$ cat src/rtl/result_drain.sv
// Drains a row of PE accumulators: snapshots them on Capture, clears the array,
// then streams right-shifted, saturated elements over a valid/ready port.
module result_drain #(
  parameter int unsigned COLS              = 4,
  parameter int unsigned WIDTH             = 8,
  parameter int unsigned ACCUMULATOR_WIDTH = 32
) (
  input  logic                                       CLK,
  input  logic                                       SYNC_RST,
  input  logic                                       Capture,
  input  logic [COLS*ACCUMULATOR_WIDTH-1:0]          Results,
  input  logic [$clog2(ACCUMULATOR_WIDTH)-1:0]       Shift,
  input  logic                                       OutReady,
  output logic                                       OutValid,
  output logic [WIDTH-1:0]                           OutData,
  output logic [((COLS > 1) ? $clog2(COLS) : 1)-1:0] OutIndex,
  output logic                                       OutLast,
  output logic                                       ArrayClear,
  output logic                                       Busy,
  output logic                                       Overrun
);

  localparam int unsigned ACCW = ACCUMULATOR_WIDTH;
  localparam int unsigned SHW  = $clog2(ACCUMULATOR_WIDTH);
  localparam int unsigned IDXW = (COLS > 1) ? $clog2(COLS) : 1;
  localparam logic [ACCW-1:0] SAT_LIM = ACCW'((64'd1 << WIDTH) - 64'd1);
  localparam logic [IDXW-1:0] LAST_IDX = IDXW'(COLS - 1);

  typedef enum logic {IDLE, STREAM} state_t;

  state_t            state_q, state_d;
  logic [ACCW-1:0]   buf_q [COLS];
  logic [SHW-1:0]    shift_q, shift_d;
  logic [IDXW-1:0]   idx_q, idx_d, nxt_idx;
  logic [WIDTH-1:0]  data_q, data_d;
  logic              last_q, last_d;
  logic              clear_q, clear_d;
  logic              overrun_q, overrun_d;
  logic              hs, accept;

  // Logical right shift followed by unsigned saturation to WIDTH bits.
  function automatic logic [WIDTH-1:0] requant(input logic [ACCW-1:0] v,
                                               input logic [SHW-1:0]  sh);
    logic [ACCW-1:0] s;
    s = v >> sh;
    if (s > SAT_LIM) return '1;
    return s[WIDTH-1:0];
  endfunction

  always_ff @(posedge CLK) begin
    if (SYNC_RST) begin
      state_q   <= IDLE;
      shift_q   <= '0;
      idx_q     <= '0;
      data_q    <= '0;
      last_q    <= 1'b0;
      clear_q   <= 1'b0;
      overrun_q <= 1'b0;
    end else begin
      state_q   <= state_d;
      shift_q   <= shift_d;
      idx_q     <= idx_d;
      data_q    <= data_d;
      last_q    <= last_d;
      clear_q   <= clear_d;
      overrun_q <= overrun_d;
    end
  end

  // Shadow copy of the accumulators; contents are meaningless until a capture.
  always_ff @(posedge CLK) begin
    if (accept) begin
      for (int unsigned c = 0; c < COLS; c++) begin
        buf_q[c] <= Results[c*ACCW +: ACCW];
      end
    end
  end

  always_comb begin
    state_d   = state_q;
    shift_d   = shift_q;
    idx_d     = idx_q;
    data_d    = data_q;
    last_d    = last_q;
    clear_d   = 1'b0;
    nxt_idx   = idx_q + IDXW'(1);
    hs        = (state_q == STREAM) && OutReady;
    // A capture landing on the final handshake chains straight into the next tile.
    accept    = Capture && ((state_q == IDLE) || (hs && last_q));
    overrun_d = overrun_q || (Capture && !accept);

    if (accept) begin
      state_d = STREAM;
      shift_d = Shift;
      idx_d   = '0;
      data_d  = requant(Results[ACCW-1:0], Shift);
      last_d  = (COLS == 1);
      clear_d = 1'b1;
    end else if (hs) begin
      if (last_q) begin
        state_d = IDLE;
        last_d  = 1'b0;
      end else begin
        idx_d  = nxt_idx;
        data_d = requant(buf_q[nxt_idx], shift_q);
        last_d = (nxt_idx == LAST_IDX);
      end
    end
  end

  assign OutValid   = (state_q == STREAM);
  assign Busy       = (state_q == STREAM);
  assign OutData    = data_q;
  assign OutIndex   = idx_q;
  assign OutLast    = last_q;
  assign ArrayClear = clear_q;
  assign Overrun    = overrun_q;

endmodule

$ cat config.mk
export PLATFORM = sky130hd
export DESIGN_NAME = result_drain
export DESIGN_NICKNAME = d
export VERILOG_FILES = /design/src/rtl/result_drain.sv
export SDC_FILE = /design/constraint.sdc
export NUM_CORES = 1
export LEC_CHECK = 0
export BUFFER_PORTS_ARGS = -buffer_cell sky130_fd_sc_hd__buf_2
export CAP_MARGIN = 30
export CORE_MARGIN = 3
export CORE_UTILIZATION = 49
export DETAILED_ROUTE_END_ITERATION = 16
export PLACE_DENSITY = 0.71
export SLEW_MARGIN = 20
export SYNTH_ARGS = -nofsm -noshare
export SYNTH_HDL_FRONTEND = slang
export SYNTH_SLANG_ARGS = --single-unit
$ cat constraint.sdc
create_clock -name CLK -period 8.4 [get_ports CLK]
set_clock_uncertainty 0.1 [all_clocks]
set_input_delay 0.84 -clock CLK [delete_from_list [all_inputs] [get_ports CLK]]
set_output_delay 0.84 -clock CLK [all_outputs]
set_load 0.05 [all_outputs]
==> flow_summary.ini <==
[global_routing]
grt_start_max_net_pins = 75
gr-usage-met2 = 0.374
grt.busiest_layer = met2
grt_pass1_wl_um = 39000
grt_usage = 0.246
antenna_found_initial = 0
grt_pass1_vias = 6927
overflow = 0
grtUsageMet3 = 0.0516
use_met1 = 0.351

[pwr]
power_uw = 2070
p_leak_uw = 0.00420
peakVddDrop_mv = 0.190
powerDensity_nw_per_um2 = 190

[synth]
synthesis.nets = 882
syn_avg_cell_area_um2 = 12.6
synth-main-ff-cell = edfxtp_1
synth_top_family_by_area = multiplexers
yosys.area_share.simple = 0.0957
ys_types = 75
synth_most_common_cell = edfxtp_1
yosysTopAreaCellShare = 0.409
yosys.area_share.xor_xnor = 0.000932
synth_compound_gate_area_share = 0.122
yosys-top-cells-count = edfxtp_1, mux4_2, mux2i_1
syn_area_um2 = 9400
synth_area_leaders = edfxtp_1, mux4_2, mux2i_1
synth.area.mux_share = 0.296
synth_top_area_cell = edfxtp_1
yosysWarnings = 0
synth-seq-cells = 147
seq_area_frac_synth = 0.450
synth-adder-area-share = 0.00133
synth-async-reset-ratio = 0
synth_edf_count = 128
syn_inst = 744

[sta]
finalCritPeriodShare = 0.639
timing.slew.headroom = 0.400
fmax_mhz = 186
grt_setup_unrepaired = false
hold_violations = 0
period_needed_ps = 5360
tns_ps = 0
drv_slew = 0
tightest_slew_ps = 899
final-setup-viol-count = 0
fin_ws_ps = 3040

[clock_tree]
clockRootBuffer = clkbuf_16
clkTransAtPathRegs_ps = 70
ctsHoldBuffers = 0
clk_path_buf_depth = 2
cts_inserted_buffers = 17
cts_resized = 0
htree_levels = 4
cts_sinks = 147
clkLatencyLatePin_ps = 440
post-cts-setup-buffers = 0
cts_tree = yes

[drt]
drc_errors = 0
viasPerCell = 6.42
wl_um = 24900
via_count = 7139
dr.pass1.iters = 5
final_antenna_net_count = 0
wire_per_inst_um = 22.4
first_iter_violations = 607

[floorplan]
ioPinCount = 152
die_area_um2 = 20900
die_x_um = 144
initial_core_util = 0.501
die_height_um = 144
core_um2 = 18800
num_rows = 50

[worst_setup_path]
required_ps = 8590
cp-start-kind = flip-flop
worst_setup_path_end_kind = flip-flop
cp_max_fo = 49
arrival_ps = 5560
crit_type = reg2reg

[min_path]
min_path_type = reg2reg

[placement]
io_buffers = 151
dp_hpwl_um = 18200
pre_cts_ws_ps = 3070
gp_congestion = 0.924

[layout]
final_nets = 1003
fillers = 1553
antennaDiodeCount = 0
area_growth_pct = 15.9
drive_gt1_frac = 0.369

[run]
max_cap_viol_count = 0

[outcome]
outcome = complete, no violations
==> final timing paths <==
| check | startpoint | endpoint | slack, ps | cells past startpoint |
|---|---|---|---|---|
| worst min register to register | Overrun$_SDFF_PP0_ | Overrun$_SDFF_PP0_ | 380 | 2 |
| worst max register to register | OutIndex[0]$_SDFFE_PP0P_ | OutData[0]$_SDFFE_PP0P_ | 3040 | 12 |
| worst min-delay path | Overrun$_SDFF_PP0_ | Overrun$_SDFF_PP0_ | 380 | 2 |
| worst max-delay path | OutIndex[0]$_SDFFE_PP0P_ | OutData[0]$_SDFFE_PP0P_ | 3040 | 12 |
==> metrics by stage <==
stage | area (µm²) | utilization | hold WS [ps] | std cells
floorplan | 9400 | - | 596 | 744
global placement | 10300 | 0.546 | 351 | 1079
detailed placement | 10300 | 0.546 | 369 | 1079
CTS | 10900 | 0.579 | 387 | 1111
global route | 10900 | 0.580 | 425 | 1112
finish | 10900 | 0.580 | 382 | 1112
==> flip-flops by register name, summed over array words and instances, names as in the netlist <==
register    flops
OutData         8
ArrayClear      1
buf_q         128
shift_q         5
Overrun         1
OutIndex        2
OutLast         1
Busy            1
==> layout by cell type (no fill, tap or decap), types with 17 or more instances in the layout <==
cell type	count
nand2_1	54
mux4_2	68
nor2_1	48
edfxtp_1	128
mux2i_1	62
clkbuf_16	17
o21ai_0	17
nand3_1	18
dfxtp_1	19
mux2_2	49
buf_2	151
a21oi_1	33
==> critical path: stages (launching register included) <==
cell       delay [ps]
dfxtp_1           310
buf_4             380
inv_2             400
ha_4              640
buf_4             650
mux4_2            590
mux2i_1           420
nand2b_1          170
a31oi_1           130
a2111oi_0         660
a221oi_2          150
a221oi_4          380
o21ai_0           170
==> routing by layer <==
layer  up-vias  wire length [µm]
met5         -                 0
met4         0               849
met3        53              1750
met2       319             11600
met1      3505             10600
li1       3262                 -
==> cells by family after synthesis <==
family / count (synthesis)
AO/OA/AOI/OAI: 155
adder cells (fa/ha/maj): 1
AND/OR/NAND/NOR: 186
XOR/XNOR: 1
multiplexers: 182
buffers and inverters: 72
flip-flops: 147
==> power breakdown <==
group          leakage [µW]  switching [µW]  total (µW)  internal, µW
clock network      0.000295             350         753           402
logic               0.00253             250         448           199
registers           0.00138            27.6         872           845
total               0.00420             628        2070          1450
==> cell type report <==
type	count	area [µm²]	share of cell area
Clock inverter	15	184	0.0169
Timing Repair Buffer	160	843	0.0774
Sequential cell	147	4220	0.388
Tap cell	234	293	0.0269
Clock buffer	17	425	0.0391
Multi-Input combinational cell	525	4870	0.447
Inverter	14	55.1	0.00506
(Power assumes the default switching activity.)
